$ cat config.mk
export PLATFORM = sky130hd
export DESIGN_NAME = dac_spi_receiver_flat
export DESIGN_NICKNAME = d
export VERILOG_FILES = /design/src/rtl/dac_spi_receiver_if.sv /design/src/rtl/dac_spi_receiver.sv /design/src/flat_wrapper.sv
export SDC_FILE = /design/constraint.sdc
export NUM_CORES = 1
export LEC_CHECK = 0
export ABC_AREA = 1
export CAP_MARGIN = 20
export CORE_MARGIN = 1
export CORE_UTILIZATION = 56
export DETAILED_ROUTE_END_ITERATION = 8
export PLACE_DENSITY = 0.79
export SLEW_MARGIN = 20
export SYNTH_ARGS = -nofsm -noshare
export SYNTH_HDL_FRONTEND = slang
export SYNTH_SLANG_ARGS = --single-unit
$ cat constraint.sdc
create_clock -name clk -period 4.8 [get_ports clk]
set_clock_uncertainty 0.2 [all_clocks]
set_input_delay 1.44 -clock clk [delete_from_list [all_inputs] [get_ports clk]]
set_output_delay 1.44 -clock clk [all_outputs]
set_load 0.01 [all_outputs]
$ cat src/rtl/dac_spi_receiver_if.sv
`default_nettype none
// +--------------------------------------------------------------------------+
// | Module   : dac_spi_if                                                    |
// | Purpose  : Groups the four mapped-IO lines of the dual-channel SPI DAC    |
// |            (serial clock, serial data, frame select, latch strobe).      |
// | Ports    : sclk   - SPI clock, data sampled on its rising edge           |
// |            mosi   - serial data, MSB first                               |
// |            csn    - frame select, active low                             |
// |            latchn - latch strobe, active low, falling edge transfers     |
// | Modports : master drives the lines, slave (the DAC model) receives them. |
// | Revision : 1.0 - initial release                                         |
// +--------------------------------------------------------------------------+
interface dac_spi_if;
   logic sclk;
   logic mosi;
   logic csn;
   logic latchn;

   modport master (output sclk, output mosi, output csn, output latchn);
   modport slave  (input  sclk, input  mosi, input  csn, input  latchn);
endinterface
`default_nettype wire

$ cat src/rtl/dac_spi_receiver.sv
`default_nettype none
// +--------------------------------------------------------------------------+
// | Module   : dac_spi_receiver                                              |
// | Purpose  : Receiving end of the dual-channel 12-bit SPI DAC. Oversamples  |
// |            the SPI lines in the clk domain, deframes DATA_BITS+4 bit      |
// |            command words into per-channel input registers and transfers  |
// |            them to the outputs on a latch strobe falling edge.           |
// | Ports    : clk        - system clock                                     |
// |            reset      - asynchronous, active-high reset                  |
// |            spi        - dac_spi_if.slave (sclk/mosi/csn/latchn)          |
// |            dac_a/b    - channel output codes (0 while shut down)         |
// |            shdn_a/b   - channel shut-down flags                          |
// |            word_valid - one-cycle pulse when a good word is committed    |
// |            frame_err  - one-cycle pulse on a malformed frame             |
// | Options  : DAC_RX_AUTOLATCH_EN - when defined, latchn is ignored and a    |
// |            committed word updates its output in the word_valid cycle.    |
// | Revision : 1.0 - initial release                                         |
// +--------------------------------------------------------------------------+
module dac_spi_receiver #(
   parameter int DATA_BITS   = 12,
   parameter int SYNC_STAGES = 2
) (
   input  wire logic                 clk,
   input  wire logic                 reset,
   dac_spi_if.slave                  spi,
   output logic [DATA_BITS-1:0]      dac_a,
   output logic [DATA_BITS-1:0]      dac_b,
   output logic                      shdn_a,
   output logic                      shdn_b,
   output logic                      word_valid,
   output logic                      frame_err
);

   localparam int         WORD_BITS = DATA_BITS + 4;
   localparam logic [4:0] CNT_FULL  = 5'(WORD_BITS);
   // One past a full word marks "too many bits" without wrapping.
   localparam logic [4:0] CNT_SAT   = 5'(WORD_BITS + 1);

   typedef enum logic [1:0] {
      IDLE   = 2'd0,
      SHIFT  = 2'd1,
      COMMIT = 2'd2
   } state_t;

   // ------------------------------------------------------------------
   // Input synchronizers plus previous-value flops for edge detection
   // ------------------------------------------------------------------
   logic [SYNC_STAGES-1:0] sclk_sync;
   logic [SYNC_STAGES-1:0] mosi_sync;
   logic [SYNC_STAGES-1:0] csn_sync;
   logic                   sclk_prev;
   logic                   csn_prev;

   always_ff @(posedge clk or posedge reset) begin
      if (reset) begin
         sclk_sync <= '0;
         mosi_sync <= '0;
         csn_sync  <= '1;
         sclk_prev <= 1'b0;
         csn_prev  <= 1'b1;
      end else begin
         sclk_sync <= {sclk_sync[SYNC_STAGES-2:0], spi.sclk};
         mosi_sync <= {mosi_sync[SYNC_STAGES-2:0], spi.mosi};
         csn_sync  <= {csn_sync[SYNC_STAGES-2:0],  spi.csn};
         sclk_prev <= sclk_sync[SYNC_STAGES-1];
         csn_prev  <= csn_sync[SYNC_STAGES-1];
      end
   end

   logic sclk_s;
   logic mosi_s;
   logic csn_s;
   logic sclk_rise;
   logic csn_fall;
   logic csn_rise;

   assign sclk_s    = sclk_sync[SYNC_STAGES-1];
   assign mosi_s    = mosi_sync[SYNC_STAGES-1];
   assign csn_s     = csn_sync[SYNC_STAGES-1];
   assign sclk_rise =  sclk_s & ~sclk_prev;
   assign csn_fall  = ~csn_s  &  csn_prev;
   assign csn_rise  =  csn_s  & ~csn_prev;

   // ------------------------------------------------------------------
   // Frame FSM
   // ------------------------------------------------------------------
   state_t state_q;
   state_t state_d;
   logic   clr_en;
   logic   shift_en;
   logic   commit;
   logic   err;

   logic [WORD_BITS-1:0] shreg;
   logic [4:0]           bit_cnt;

   always_ff @(posedge clk or posedge reset) begin
      if (reset) begin
         state_q <= IDLE;
      end else begin
         state_q <= state_d;
      end
   end

   always_comb begin
      state_d  = state_q;
      clr_en   = 1'b0;
      shift_en = 1'b0;
      commit   = 1'b0;
      err      = 1'b0;
      case (state_q)
         IDLE: begin
            if (csn_fall) begin
               clr_en  = 1'b1;
               state_d = SHIFT;
            end
         end
         SHIFT: begin
            if (csn_rise) begin
               if (bit_cnt == CNT_FULL) begin
                  state_d = COMMIT;
               end else begin
                  err     = 1'b1;
                  state_d = IDLE;
               end
            end else if (sclk_rise && !csn_s) begin
               shift_en = 1'b1;
            end
         end
         COMMIT: begin
            commit  = 1'b1;
            state_d = IDLE;
         end
         default: begin
            state_d = IDLE;
         end
      endcase
   end

   // ------------------------------------------------------------------
   // Shift register and bit counter
   // ------------------------------------------------------------------
   always_ff @(posedge clk or posedge reset) begin
      if (reset) begin
         shreg   <= '0;
         bit_cnt <= '0;
      end else if (clr_en) begin
         shreg   <= '0;
         bit_cnt <= '0;
      end else if (shift_en) begin
         shreg <= {shreg[WORD_BITS-2:0], mosi_s};
         if (bit_cnt != CNT_SAT) begin
            bit_cnt <= bit_cnt + 5'd1;
         end
      end
   end

   // Command word fields
   logic                 word_sel;
   logic                 word_on;
   logic [DATA_BITS-1:0] word_code;

   assign word_sel  = shreg[WORD_BITS-1];
   assign word_on   = shreg[DATA_BITS];
   assign word_code = shreg[DATA_BITS-1:0];

   // ------------------------------------------------------------------
   // Input registers. The *_d values include the word being committed
   // this cycle so a coincident latch sees the new data.
   // ------------------------------------------------------------------
   logic [DATA_BITS-1:0] in_a_code;
   logic [DATA_BITS-1:0] in_b_code;
   logic                 in_a_on;
   logic                 in_b_on;
   logic [DATA_BITS-1:0] in_a_code_d;
   logic [DATA_BITS-1:0] in_b_code_d;
   logic                 in_a_on_d;
   logic                 in_b_on_d;

   always_comb begin
      in_a_code_d = in_a_code;
      in_a_on_d   = in_a_on;
      in_b_code_d = in_b_code;
      in_b_on_d   = in_b_on;
      if (commit) begin
         if (word_sel) begin
            in_b_code_d = word_code;
            in_b_on_d   = word_on;
         end else begin
            in_a_code_d = word_code;
            in_a_on_d   = word_on;
         end
      end
   end

   always_ff @(posedge clk or posedge reset) begin
      if (reset) begin
         in_a_code  <= '0;
         in_a_on    <= 1'b0;
         in_b_code  <= '0;
         in_b_on    <= 1'b0;
         word_valid <= 1'b0;
         frame_err  <= 1'b0;
      end else begin
         in_a_code  <= in_a_code_d;
         in_a_on    <= in_a_on_d;
         in_b_code  <= in_b_code_d;
         in_b_on    <= in_b_on_d;
         word_valid <= commit;
         frame_err  <= err;
      end
   end

   // ------------------------------------------------------------------
   // Output registers
   // ------------------------------------------------------------------
`ifdef DAC_RX_AUTOLATCH_EN
   // latchn is unused here; the committed channel updates directly.
   always_ff @(posedge clk or posedge reset) begin
      if (reset) begin
         dac_a  <= '0;
         dac_b  <= '0;
         shdn_a <= 1'b0;
         shdn_b <= 1'b0;
      end else if (commit) begin
         if (word_sel) begin
            dac_b  <= word_on ? word_code : '0;
            shdn_b <= ~word_on;
         end else begin
            dac_a  <= word_on ? word_code : '0;
            shdn_a <= ~word_on;
         end
      end
   end
`else
   logic [SYNC_STAGES-1:0] latchn_sync;
   logic                   latchn_prev;
   logic                   latch_fall;

   always_ff @(posedge clk or posedge reset) begin
      if (reset) begin
         latchn_sync <= '1;
         latchn_prev <= 1'b1;
      end else begin
         latchn_sync <= {latchn_sync[SYNC_STAGES-2:0], spi.latchn};
         latchn_prev <= latchn_sync[SYNC_STAGES-1];
      end
   end

   assign latch_fall = ~latchn_sync[SYNC_STAGES-1] & latchn_prev;

   // A shut-down channel drives a zero code regardless of its stored code.
   always_ff @(posedge clk or posedge reset) begin
      if (reset) begin
         dac_a  <= '0;
         dac_b  <= '0;
         shdn_a <= 1'b0;
         shdn_b <= 1'b0;
      end else if (latch_fall) begin
         dac_a  <= in_a_on_d ? in_a_code_d : '0;
         shdn_a <= ~in_a_on_d;
         dac_b  <= in_b_on_d ? in_b_code_d : '0;
         shdn_b <= ~in_b_on_d;
      end
   end
`endif

endmodule
`default_nettype wire

$ cat src/flat_wrapper.sv
// flat-port wrapper written by rule: the top's interface ports become plain ports
module dac_spi_receiver_flat 
#(
   parameter int DATA_BITS   = 12,
   parameter int SYNC_STAGES = 2
)
  (clk, reset, dac_a, dac_b, shdn_a, shdn_b, word_valid, frame_err, spi_sclk, spi_mosi, spi_csn, spi_latchn);
  dac_spi_if spi_i ();
  input  wire logic clk;
  input  wire logic reset;
  output logic [DATA_BITS-1:0] dac_a;
  output logic [DATA_BITS-1:0] dac_b;
  output logic shdn_a;
  output logic shdn_b;
  output logic word_valid;
  output logic frame_err;
  input wire logic [$bits(spi_i.sclk)-1:0] spi_sclk;
  input wire logic [$bits(spi_i.mosi)-1:0] spi_mosi;
  input wire logic [$bits(spi_i.csn)-1:0] spi_csn;
  input wire logic [$bits(spi_i.latchn)-1:0] spi_latchn;
  assign spi_i.sclk = spi_sclk;
  assign spi_i.mosi = spi_mosi;
  assign spi_i.csn = spi_csn;
  assign spi_i.latchn = spi_latchn;
  dac_spi_receiver #(.DATA_BITS(DATA_BITS), .SYNC_STAGES(SYNC_STAGES)) u_core (.clk(clk), .reset(reset), .spi(spi_i), .dac_a(dac_a), .dac_b(dac_b), .shdn_a(shdn_a), .shdn_b(shdn_b), .word_valid(word_valid), .frame_err(frame_err));
endmodule
==> run metrics <==
vias in the first global route=between 2000 and 2500; worst path bufs/invs=1; pwr dens=roughly 330 nW/um^2; CTS HTree Levels=3; Comb power frac=0.055; initial antenna violation count=0; final setup vio count=0; Unique masters post-synth=22; f_max=0.344 GHz; Hold Slack=about 0.16 ns; sw frac=0.225; Via density=5.20; total track usage=0.226; syn nets=382; synth warn=0; IO Port Bufs=33; leakage power=2.15 nW; drt pass-1 iters=4; largest net degree at the start of global routing=89; CP max-delay cell=clkdlybuf4s50_1; Routed Antenna Nets=0; diode count=0; PnR worst setup slack=around 1.9 ns; latest clock arrival within the worst-skew pair=~0.34 ns; Sink Count=88; CP delay by family, top=buffers and inverters; outcome=finished, final reports clean; ys flop type=dfrtp_1; largest fanout on the critical path=2; ratio of cells with drive above 1 in the final layout=0.0931; post-layout util=0.675; final critical-path share of the clock period=0.606; Multi-input gate area=approximately 1100 sq um; # fillers=~480; die width=between 80 and 90 um; syn_area_per_cell=approximately 9.4 sq um; Hold Vio Cnt, Final=0; CTS tree=yes; Clk pin slew, worst setup/hold paths=roughly 0.08 ns; dpl ws=roughly 1.7 ns; cell count after synthesis=between 300 and 400; floorplan core area=5990 sq um; max cap viols=0; critical path class=flip-flop to output pin; Yosys top cell by area=dfrtp_1; Worst setup EP type=output pin; placed inst area=roughly 3800 sq um; Flop pwr share=0.571; CP arrival=approximately 1.3 ns; Via Count=about 2500; Netlist Area Pre-Place=3500 sq um; cells on worst reg2reg path=7; RSZ-0062 raised after global routing=false; critical path depth=1; Post CTS Setup Buffer Count=0; I/O Pins=34; fin nets=412; root buf cell=clkbuf_8; post-synth top area share=0.586; Max Slew Vio Count=0; HP Class=flip-flop to flip-flop; cts repair resizes=0; num rows=28; Starting Density=0.584; Num CTS Buffers=9; crit-path max cell delay=0.55 ns; register area=roughly 2200 sq um; routability cong.=roughly 0.8; final instance area=~4000 sq um; Synth Register Bits=~90; worst slew pin tran=0.747 ns; most instantiated library cell after synthesis=nand2_1; internal cell power=about 1.0 mW; routed len/inst=between 10 and 15 um; # DRC=0; max_slew headroom=0.502; maximum vdd drop=approximately 210 uV; maximum clock path buffer count=2; CP cell instances=clkdlybuf4s50_1; initial DRC count=194; Clk pwr share=0.375; Async S/R FF share, synth=1.00; DRT Wirelength=between 6000 and 7000 um; die height=just over 80 um; register area share after synthesis=0.631; hpwl dp=4060 um; required time of the critical path=3.16 ns; number of synthesized flops with an enable pin=0; hold depth=0; die area=6570 sq um; first-pass GRT wire length=between 10000 and 15000 um; Final TNS setup=0 ns; grt total ovfl=0; CP startpoint kind=flip-flop; list of most frequent post-synthesis cells=161 x nand2_1, 82 x dfrtp_1, 58 x nand3_1, 13 x inv_1; most area-consuming cells after synthesis=dfrtp_1 59%, nand2_1 17%, nand3_1 8.3%; P_sw=around 0.3 mW; crit path time final=a little under 3 ns; hold_buf cts=0; Area Overhead vs Synth=15.5%
==> sequential cells by signal, summed over array words and instances, names as in the netlist, 2 cells and up <==
signal              cells
u_core.dac_b           12
u_core.latchn_sync      2
u_core.state_q          2
u_core.bit_cnt          5
u_core.shreg           16
u_core.csn_sync         2
u_core.sclk_sync        2
u_core.mosi_sync        2
u_core.dac_a           12
u_core.in_a_code       12
u_core.in_b_code       12
==> routing by layer <==
layer / part of all wire / wire [um] / global-route usage
met1: 0.48 / 3020 / 0.315
met2: 0.47 / 3000 / 0.350
met3: 0.036 / 226 / 0.0528
met4: 0.012 / 75 / 0.0750
met5: 0 / 0 / 0
==> placed cells by master, fill, tap and decap left out <==
master,count
dfstp_2,6
clkinv_2,3
buf_4,1
o22ai_1,1
inv_2,3
bufinv_16,1
nor2_8,1
nor3_1,1
nand4_1,6
clkbuf_8,11
nand3_1,58
nand3_2,2
clkbuf_1,2
xor2_1,1
inv_1,12
dfrtp_1,82
nor2_2,5
o21ai_0,4
ha_1,3
nor3b_1,1
buf_6,1
nand2_2,4
clkdlybuf4s50_1,33
nand2_1,160
nor2_1,6
==> cell type report <==
class | count | share of cell area
Sequential cell | 88 | 0.546
Multi-Input combinational cell | 253 | 0.280
Timing Repair Buffer | 35 | 0.0863
Clock buffer | 13 | 0.0393
Tap cell | 75 | 0.0232
Inverter | 16 | 0.0152
Clock inverter | 3 | 0.00990
==> final timing paths <==
kind | endpoint | from | slack, ns
hold / removal | u_core.sclk_sync[1] | u_core.sclk_sync[0] | 0.16
min in group asynchronous | u_core.dac_a[0] | reset | 1.42
setup / recovery | dac_b[5] | u_core.dac_b[5] | 1.89
setup reg to reg | u_core.bit_cnt[2] | u_core.csn_prev | 2.80
hold reg to reg | u_core.sclk_sync[1] | u_core.sclk_sync[0] | 0.16
max in group asynchronous | u_core.sclk_sync[1] | reset | 2.48
==> power by group through the flow <==
stage / combinational (mW) / sequential, mW / clock (mW)
detailed placement: 0.0740 / 0.784 / 0
CTS: 0.0746 / 0.769 / 0.521
floorplan: 0.0512 / 0.782 / 0
global placement: 0.0704 / 0.783 / 0
finish: 0.0737 / 0.770 / 0.505
global route: 0.0855 / 0.771 / 0.544
==> logic make-up after synthesis <==
| family | Yosys count | synth area share |
|---|---|---|
| DFF | 88 | 0.631 |
| AOI/OAI and AO/OA | 5 | 0.00751 |
| and+or+nand+nor | 244 | 0.302 |
| adders and majority gates | 3 | 0.0107 |
| xor gates and xnor gates | 1 | 0.00250 |
| buffers and inverters | 32 | 0.0461 |
==> through the flow <==
stage               std cells  total power [mW]
detailed placement        467             0.858
CTS                       483              1.36
floorplan                 373             0.833
global route              483              1.40
finish                    483              1.35
global placement          467             0.853
Power figures use the tool's default switching activity.
